## src/rtl/ysyx_24100005_arb_pkg.sv

```systemverilog
// Shared types and constants for the IFU/LSU data-memory arbiter.
//   - FSM state encoding, grant ids, default timeout read data
//   - packed request payload latched on grant and driven toward memory
package ysyx_24100005_arb_pkg;

    localparam int unsigned XLEN   = 32;
    localparam int unsigned MASK_W = 8;
    localparam int unsigned WD_W   = 8;

    typedef enum logic [1:0] {
        IDLE  = 2'd0,
        ISSUE = 2'd1,
        WAIT  = 2'd2,
        RESP  = 2'd3
    } arb_state_e;

    localparam logic GNT_IFU = 1'b0;
    localparam logic GNT_LSU = 1'b1;

    localparam logic [XLEN-1:0] ERR_DATA_DEFAULT = 32'hDEAD_BEEF;

    typedef struct packed {
        logic [XLEN-1:0]   addr;
        logic              wen;
        logic [XLEN-1:0]   wdata;
        logic [MASK_W-1:0] wmask;
    } mem_req_t;

endpackage

```

## src/rtl/ysyx_24100005_arb_pick.sv

```systemverilog
// Combinational winner selection between the IFU and LSU requesters.
//   ifu_valid_i / lsu_valid_i : request valids
//   last_gnt_i                : previous winner (round-robin build only)
//   any_valid_o               : at least one requester is valid
//   gnt_o                     : winner id (GNT_IFU / GNT_LSU)
// Macro YSYX_24100005_ARB_RR_EN selects round-robin on ties; otherwise the
// LSU wins every tie.
module ysyx_24100005_arb_pick
    import ysyx_24100005_arb_pkg::*;
(
    input  logic ifu_valid_i,
    input  logic lsu_valid_i,
`ifdef YSYX_24100005_ARB_RR_EN
    input  logic last_gnt_i,
`endif
    output logic any_valid_o,
    output logic gnt_o
);

    always_comb begin
        any_valid_o = ifu_valid_i | lsu_valid_i;
        gnt_o       = lsu_valid_i ? GNT_LSU : GNT_IFU;
`ifdef YSYX_24100005_ARB_RR_EN
        // On a tie, favour whoever was not granted last.
        if (ifu_valid_i && lsu_valid_i) begin
            gnt_o = (last_gnt_i == GNT_LSU) ? GNT_IFU : GNT_LSU;
        end
`endif
    end

endmodule

```

## src/rtl/ysyx_24100005_mem_arbiter.sv

```systemverilog
// Two-master (IFU, LSU) to one-slave data-memory arbiter with a single
// outstanding transaction and a response watchdog.
//   clk, rst                  : clock, async active-high reset
//   ifu_req_* / ifu_resp_*    : fetch request (read-only) and response
//   lsu_req_* / lsu_resp_*    : load/store request and response
//   mem_req_* / mem_resp_*    : request/response toward the memory model
// Parameters: TIMEOUT_CYC (1..255 WAIT cycles before abort), ERR_DATA.
// Macro YSYX_24100005_ARB_RR_EN enables round-robin tie breaking.
module ysyx_24100005_mem_arbiter
    import ysyx_24100005_arb_pkg::*;
#(
    parameter int unsigned     TIMEOUT_CYC = 255,
    parameter logic [XLEN-1:0] ERR_DATA    = ERR_DATA_DEFAULT
) (
    input  logic              clk,
    input  logic              rst,

    input  logic              ifu_req_valid,
    output logic              ifu_req_ready,
    input  logic [XLEN-1:0]   ifu_addr,
    output logic              ifu_resp_valid,
    input  logic              ifu_resp_ready,
    output logic [XLEN-1:0]   ifu_rdata,
    output logic              ifu_resp_err,

    input  logic              lsu_req_valid,
    output logic              lsu_req_ready,
    input  logic [XLEN-1:0]   lsu_addr,
    input  logic              lsu_wen,
    input  logic [XLEN-1:0]   lsu_wdata,
    input  logic [MASK_W-1:0] lsu_wmask,
    output logic              lsu_resp_valid,
    input  logic              lsu_resp_ready,
    output logic [XLEN-1:0]   lsu_rdata,
    output logic              lsu_resp_err,

    output logic              mem_req_valid,
    input  logic              mem_req_ready,
    output logic [XLEN-1:0]   mem_addr,
    output logic              mem_wen,
    output logic [XLEN-1:0]   mem_wdata,
    output logic [MASK_W-1:0] mem_wmask,
    input  logic              mem_resp_valid,
    output logic              mem_resp_ready,
    input  logic [XLEN-1:0]   mem_rdata
);

    arb_state_e        state_q, state_d;
    logic              gnt_q, gnt_d;
    mem_req_t          req_q, req_d;
    logic [XLEN-1:0]   rdata_q, rdata_d;
    logic              err_q, err_d;
    logic [WD_W-1:0]   wd_q, wd_d;

    logic              any_valid;
    logic              pick_gnt;
    logic              winner_resp_ready;

`ifdef YSYX_24100005_ARB_RR_EN
    logic              last_gnt_q, last_gnt_d;
`endif

    // Winner selection
    ysyx_24100005_arb_pick u_pick (
        .ifu_valid_i (ifu_req_valid),
        .lsu_valid_i (lsu_req_valid),
`ifdef YSYX_24100005_ARB_RR_EN
        .last_gnt_i  (last_gnt_q),
`endif
        .any_valid_o (any_valid),
        .gnt_o       (pick_gnt)
    );

    // State and datapath registers
    always_ff @(posedge clk or posedge rst) begin
        if (rst) begin
            state_q <= IDLE;
            gnt_q   <= GNT_IFU;
            req_q   <= '0;
            rdata_q <= '0;
            err_q   <= 1'b0;
            wd_q    <= '0;
        end else begin
            state_q <= state_d;
            gnt_q   <= gnt_d;
            req_q   <= req_d;
            rdata_q <= rdata_d;
            err_q   <= err_d;
            wd_q    <= wd_d;
        end
    end

`ifdef YSYX_24100005_ARB_RR_EN
    // Last-grant history for round-robin ties
    always_ff @(posedge clk or posedge rst) begin
        if (rst) begin
            last_gnt_q <= GNT_LSU;
        end else begin
            last_gnt_q <= last_gnt_d;
        end
    end
`endif

    assign winner_resp_ready = (gnt_q == GNT_LSU) ? lsu_resp_ready : ifu_resp_ready;

    // Next-state and datapath update
    always_comb begin
        state_d = state_q;
        gnt_d   = gnt_q;
        req_d   = req_q;
        rdata_d = rdata_q;
        err_d   = err_q;
        wd_d    = wd_q;
`ifdef YSYX_24100005_ARB_RR_EN
        last_gnt_d = last_gnt_q;
`endif
        unique case (state_q)
            IDLE: begin
                if (any_valid) begin
                    gnt_d = pick_gnt;
`ifdef YSYX_24100005_ARB_RR_EN
                    last_gnt_d = pick_gnt;
`endif
                    if (pick_gnt == GNT_LSU) begin
                        req_d = '{addr: lsu_addr, wen: lsu_wen, wdata: lsu_wdata, wmask: lsu_wmask};
                    end else begin
                        req_d = '{addr: ifu_addr, wen: 1'b0, wdata: '0, wmask: '0};
                    end
                    state_d = ISSUE;
                end
            end
            ISSUE: begin
                if (mem_req_ready) begin
                    wd_d    = '0;
                    state_d = WAIT;
                end
            end
            WAIT: begin
                if (mem_resp_valid) begin
                    rdata_d = mem_rdata;
                    err_d   = 1'b0;
                    state_d = RESP;
                end else if (wd_q == WD_W'(TIMEOUT_CYC)) begin
                    rdata_d = ERR_DATA;
                    err_d   = 1'b1;
                    state_d = RESP;
                end else begin
                    wd_d = wd_q + WD_W'(1);
                end
            end
            RESP: begin
                if (winner_resp_ready) begin
                    state_d = IDLE;
                end
            end
            default: state_d = IDLE;
        endcase
    end

    // Request ready is the only path straight from inputs; held low in reset.
    assign ifu_req_ready  = !rst && (state_q == IDLE) && any_valid && (pick_gnt == GNT_IFU);
    assign lsu_req_ready  = !rst && (state_q == IDLE) && any_valid && (pick_gnt == GNT_LSU);

    assign mem_req_valid  = (state_q == ISSUE);
    assign mem_resp_ready = (state_q == WAIT);
    assign mem_addr       = req_q.addr;
    assign mem_wen        = req_q.wen;
    assign mem_wdata      = req_q.wdata;
    assign mem_wmask      = req_q.wmask;

    assign ifu_resp_valid = (state_q == RESP) && (gnt_q == GNT_IFU);
    assign lsu_resp_valid = (state_q == RESP) && (gnt_q == GNT_LSU);
    assign ifu_resp_err   = err_q && (gnt_q == GNT_IFU);
    assign lsu_resp_err   = err_q && (gnt_q == GNT_LSU);
    assign ifu_rdata      = rdata_q;
    assign lsu_rdata      = rdata_q;

endmodule

```

## config.mk

```make
export PLATFORM = sky130hd
export DESIGN_NAME = ysyx_24100005_mem_arbiter
export DESIGN_NICKNAME = d
export VERILOG_FILES = /design/src/rtl/ysyx_24100005_arb_pkg.sv /design/src/rtl/ysyx_24100005_arb_pick.sv /design/src/rtl/ysyx_24100005_mem_arbiter.sv
export SDC_FILE = /design/constraint.sdc
export NUM_CORES = 1
export LEC_CHECK = 0
export BUFFER_PORTS_ARGS = -buffer_cell sky130_fd_sc_hd__buf_2
export CAP_MARGIN = 25
export CORE_ASPECT_RATIO = 1.2
export CORE_MARGIN = 4
export CORE_UTILIZATION = 46
export CTS_BUF_LIST = sky130_fd_sc_hd__clkbuf_4
export CTS_CLUSTER_DIAMETER = 100
export DETAILED_ROUTE_END_ITERATION = 16
export PLACE_DENSITY = 0.86
export SYNTH_ARGS = -nofsm -noshare
export SYNTH_HDL_FRONTEND = slang
export SYNTH_SLANG_ARGS = --single-unit
```

## constraint.sdc

```tcl
create_clock -name clk -period 4.1 [get_ports clk]
set_input_delay 0.41 -clock clk [delete_from_list [all_inputs] [get_ports clk]]
set_output_delay 0.41 -clock clk [all_outputs]
set_load 0.01 [all_outputs]
```

==> metrics.txt, run 1 <==
hold_buf cts=1; die footprint=13200 sq um; hold depth=2; CP peak stage delay=570 ps; Fin Clk Skew=between 15 and 20 ps; commonest non-fill, non-tap cell in the layout=buf_2; final setup vio count=0; chip width=approximately 110 um; design area=6910 sq um; net switching power=between 1.5 and 2 mW; syn avg cell area=10.3 sq um; FF-to-FF Start=state_q[0]$_DFFE_PP0P_; Peak VDD IR=~0.37 mV; met2 GRT Util=between 30% and 40%; Remaining DRCs=0; Placed Cells=about 900; Net Sw Frac=about two fifths; routed via count=approximately 4600; Max-Cap Viols=0; Yosys top cell area share=55.6%; Cell variety after synth=37; DR WL/cell=approximately 16 um; Clock Sinks=between 100 and 150; die height=approximately 130 um; Final Hold Slack=143 ps; Seq cells post-synth=between 100 and 150; vias in the first global route=4530; CP Launch Type=flop; worst path cell trace=inv_1 -> ha_2 -> o21ai_4 -> nor3_1 -> buf_2; Fill cells=between 900 and 1000; Synth warnings=0; CP Data Required Time=between 3000 and 4000 ps; gr busiest metal=met2; Clk Latency, worst-skew pair=around 480 ps; HP Start=mem_rdata[29]; crit path kind=reg2out; H-tree levels=4; largest net degree at the start of global routing=77; biggest area consumer among synthesized cells=dfrtp_1; Pwr Density=734 nW/um^2; Nets=908; Layout area overhead=31.2%; layout cell share with drive strength beyond 1=about 43%; GR Util met1=between 20 and 30%; first drt pass iteration count=4; Synth Cell Area=5260 sq um; outcome=completed; top fanout value on the critical path=28; DR vias/cell=around 5; fmax=0.367 GHz; most frequent cells in the layout=288 x buf_2, 119 x nand2_1, 117 x dfrtp_1; cells after synthesis=509; P_leak=3.89 nW; sequential-to-total area share from yosys stat=55.6%; Worst Reg-to-Reg Cells=6; family with the most delay on the worst path=adder cells; clk slew on worst S/H paths=roughly 100 ps; n_diodes=0; Worst Path Arrival=around 2300 ps; Internal=about 3.1 mW; CP max stage cell=ha_2; non-filler cells, final=925; CP endpoint kind=output pin; RD Place Congestion=0.794; DP Area=approximately 6600 sq um; Reg2Reg Setup Slack=roughly 1700 ps; setup TNS=0 ps; GR Util met3=around 7.2%; Reg power frac=approximately 39%; DP HPWL=between 10 and 15 mm; Core ar.=around 11000 sq um; unrepaired setup endpoints after global routing=false; Post-CTS Repair Setup Buffers=0; GRT Resource Usage Total=~21%; Period minus WS final=roughly 2700 ps; worst hold path class=in2reg; Post-Syn Nets=about 660; Initial Util=between 40% and 50%; worst r2r dst=wd_q[4]$_DFFE_PP0P_; cts repair resizes=0; initial antenna violation count=0; Slew @ Worst Pin=between 900 and 1000 ps; # rows=42; clk root buf=clkbuf_4; combinational share of power=between 40% and 50%; clock group share of total power=19.1%; first-pass GRT wire length=between 20 and 25 mm; total wire length=~14 mm; CTS tree=done; fin crit share=66.4%; Worst slew margin=a little over a third; Max Buffers Root-to-Sink=2; Final Max Slew Viols=0; post-route ant nets=0; Inserted Clock Buffers=17; synth top area cells=dfrtp_1 56%, nand2_1 8.5%, mux2i_1 6.7%; I/O Pins=just under 300; starting DRC count in detailed routing=195; worst hold endpoint=ifu_rdata[29]$_DFFE_PP0P_; Port-buffer cells=between 200 and 300; Hold Fails Final Rpt=0; Bufs and invs on worst path=2; gr ovfl total=0
## worst reg2reg max path, delay by kind of cell (launching register included)
kind | cells | cell delay, ps
buffers and inverters | 1 | 90
flip-flops | 1 | 390
adder cells (fa/ha/maj) | 1 | 420
AO/OA/AOI/OAI | 3 | 1170
AND/OR/NAND/NOR | 1 | 280
## synthesized netlist by cell type (all sizes together)
| cell type | number |
|---|---|
| a211oi | 1 |
| a21boi | 1 |
| a21oi | 4 |
| a221o | 21 |
| a221oi | 1 |
| a22o | 9 |
| a22oi | 1 |
| a31oi | 8 |
| a41oi | 3 |
| and2 | 3 |
| and3 | 2 |
| and4 | 1 |
| buf | 50 |
| clkbuf | 17 |
| dfrtp | 117 |
| ha | 5 |
| inv | 9 |
| mux2 | 1 |
| mux2i | 35 |
| nand2 | 119 |
| nand2b | 2 |
| nand3 | 43 |
| nand3b | 1 |
| nand4 | 2 |
| nor2 | 5 |
| nor2b | 5 |
| nor3 | 2 |
| nor4 | 1 |
| o211a | 1 |
| o21ai | 37 |
| o22ai | 1 |
| or2b | 1 |
## power groups by stage
stage / sequential [mW] / combinational [mW] / clock [mW]
floorplan: 2.17 / 1.21 / 0
global placement: 1.97 / 2.09 / 0
detailed placement: 1.98 / 2.17 / 0
CTS: 1.96 / 2.16 / 0.998
global route: 2.04 / 2.35 / 1.05
finish: 1.96 / 2.13 / 0.970
## through the flow
stage / utilization [%] / power, mW / setup WS (ps)
after floorplan: - / 3.38 / 406
after global placement: 59.1 / 4.06 / 1680
after detailed placement: 59.2 / 4.14 / 1650
after CTS: 62.3 / 5.13 / 1310
after global routing: 62.3 / 5.44 / 1140
final: 62.3 / 5.07 / 1380
## area by class of cell
cell class,instances,area (sq um),share of cell area [%]
sequential,117,2930,42.4
multi-input combinational,316,1900,27.5
timing repair buffer,297,1520,21.9
tap,154,193,2.79
clock inverter,12,184,2.66
clock buffer,20,150,2.17
inverter,9,36.3,0.525
## routing by layer
layer	share of wire (%)	wire, um
met4	0.90	129
met1	39	5640
met5	0	0
met3	8.6	1230
met2	51	7350
## logic make-up (layout without fill, tap and decap cells)
| family | count (synthesis) | count (layout) | synth area share [%] |
|---|---|---|---|
| compound gates | 88 | 88 | 12.3 |
| fa+ha+maj | 5 | 5 | 1.19 |
| buf+inv | 76 | 338 | 8.60 |
| flops | 117 | 117 | 55.6 |
| mux | 36 | 36 | 6.87 |
| simple gates | 187 | 187 | 15.5 |
## state kept, by name, summed over array words and instances, names as in the netlist
register   cells
state_q        2
mem_wmask      8
gnt_q          1
ifu_rdata     32
mem_wen        1
mem_wdata     32
err_q          1
mem_addr      32
wd_q           8
## how the worst max path moves through the flow
| stage | start | end | slack, ps | cells past startpoint |
|---|---|---|---|---|
| after floorplan | rst | lsu_req_ready | 410 | 2 |
| after global placement | state_q[0]$_DFFE_PP0P_ | ifu_rdata[21]$_DFFE_PP0P_ | 1680 | 5 |
| after detailed placement | state_q[0]$_DFFE_PP0P_ | wd_q[4]$_DFFE_PP0P_ | 1650 | 6 |
| after CTS | state_q[0]$_DFFE_PP0P_ | ifu_req_ready | 1310 | 5 |
| after global routing | state_q[0]$_DFFE_PP0P_ | ifu_req_ready | 1140 | 5 |
| final | state_q[0]$_DFFE_PP0P_ | ifu_req_ready | 1380 | 5 |
(Power assumes the default switching activity.)
==> run 2, diff against run 1 <==
clock period = 2.6 ns   (was 4.1 ns; I/O delays follow)
==> metrics.txt, run 2 (synthesis results as in run 1) <==
I/O Pins=a little under 300; Max-Cap Viols=0; Nets=1012; DP HPWL=about 11 mm; Final Util=71.5%; die height=about 130 um; outcome=completed; DP Area=around 6600 sq um; Period minus WS final=around 2300 ps; post-route worst setup slack=approximately 300 ps; clk slew on worst S/H paths=around 120 ps; Core ar.=around 11000 sq um; initial antenna violation count=1; CP Launch Type=flop; largest net degree at the start of global routing=roughly 120; crit path kind=reg2out; routed via count=~5500; starting DRC count in detailed routing=between 300 and 400; Final Hold Slack=between 40 and 50 ps; Port-buffer cells=289; P_leak=~4.3 nW; top fanout value on the critical path=between 40 and 50; commonest non-fill, non-tap cell in the layout=buf_2; Hold Fails Final Rpt=0; Clock Sinks=~120; vias in the first global route=5736; die footprint=roughly 13000 sq um; GRT Resource Usage Total=28.1%; pre-CTS WS=735 ps; layout cell share with drive strength beyond 1=between 30 and 40%; RD Place Congestion=just under 0.9; multi-input logic area=approximately 1900 sq um; unrepaired setup endpoints after global routing=false; gr ovfl total=0; Tot Pwr=between 8 and 9 mW; Fill cells=roughly 760; fin crit share=roughly nine tenths; DR WL/cell=around 18 um; cts repair resizes=0; first-pass GRT wire length=roughly 30 mm; design area=between 7000 and 8000 sq um; CTS tree=done; # rows=42; Seq. cell area=2930 sq um; setup TNS=0 ps; Slew @ Worst Pin=roughly 900 ps; total wire length=~19 mm; Inserted Clock Buffers=17; Worst Path Arrival=just over 2000 ps; Placed Cells=895; Worst slew margin=39.7%; fmax=0.435 GHz; Initial Util=a little under half; clk root buf=clkbuf_4; DR vias/cell=roughly 5.3; Pwr Density=between 1000 and 1500 nW/um^2; final setup vio count=0; CP endpoint kind=output pin; Peak VDD IR=0.560 mV; Final Max Slew Viols=0; post-route ant nets=0; most frequent cells in the layout=288 x buf_2, 119 x nand2_1, 117 x dfrtp_1; Max Buffers Root-to-Sink=2; CP Data Required Time=roughly 2300 ps; Layout area overhead=50.6%; hold depth=3; Worst Reg-to-Reg Cells=6; Remaining DRCs=0; worst hold path class=in2reg; Clk Latency, worst-skew pair=490 ps; non-filler cells, final=slightly above 1000; Fin Clk Skew=roughly 16 ps; chip width=106 um; first drt pass iteration count=5; H-tree levels=4
==> run 2: layout make-up <==
class,count,area share [%]
flip-flops and latches,117,36.9
repair buffers,401,32.4
multi-input cells,316,24.0
well taps,154,2.43
clock inverters,14,2.02
clock buffers,18,1.70
inverters,9,0.473
diodes,1,0.0316
==> run 2: worst max-delay path, cell delays in order (launching register included) <==
cell	delay (ps)
dfrtp_1	420
inv_1	110
ha_2	240
buf_4	430
and3_1	210
buf_2	130
==> run 2: path summary, 6_finish.rpt <==
path                                           start                         to  slack (ps)
max                           state_q[0]$_DFFE_PP0P_              lsu_req_ready         300
min                                      ifu_addr[7]    mem_addr[7]$_DFFE_PP0P_          50
max reg2reg                      wd_q[0]$_DFFE_PP0P_  ifu_rdata[25]$_DFFE_PP0P_         390
min reg2reg                mem_wdata[25]$_DFFE_PP0P_  mem_wdata[25]$_DFFE_PP0P_         480
max in group asynchronous                        rst  ifu_rdata[24]$_DFFE_PP0P_        1610
min in group asynchronous                        rst    mem_addr[7]$_DFFE_PP0P_         540
==> run 2: layer usage <==
metal / track usage (%) / share of wire, % / vias to the layer above
li1: - / - / 2437
met1: 30.7 / 35 / 2607
met2: 49.3 / 50 / 384
met3: 8.71 / 9.9 / 66
met4: 13.7 / 4.7 / 0
met5: 0 / 0 / -
==> run 2: timing repair <==
item | in CTS | in global routing
setup endpoints to repair | 0 | 0
endpoints found under the hold margin | 205 | 1
hold buffers | 101 | 1
setup buffers | 0 | 0
==> run 2: report_power, final <==
group	leakage [nW]	switching [mW]	internal, mW	total (mW)
clock	0.149	0.698	0.670	1.37
sequential	1.48	0.574	2.60	3.17
combinational	2.67	2.17	1.57	3.74
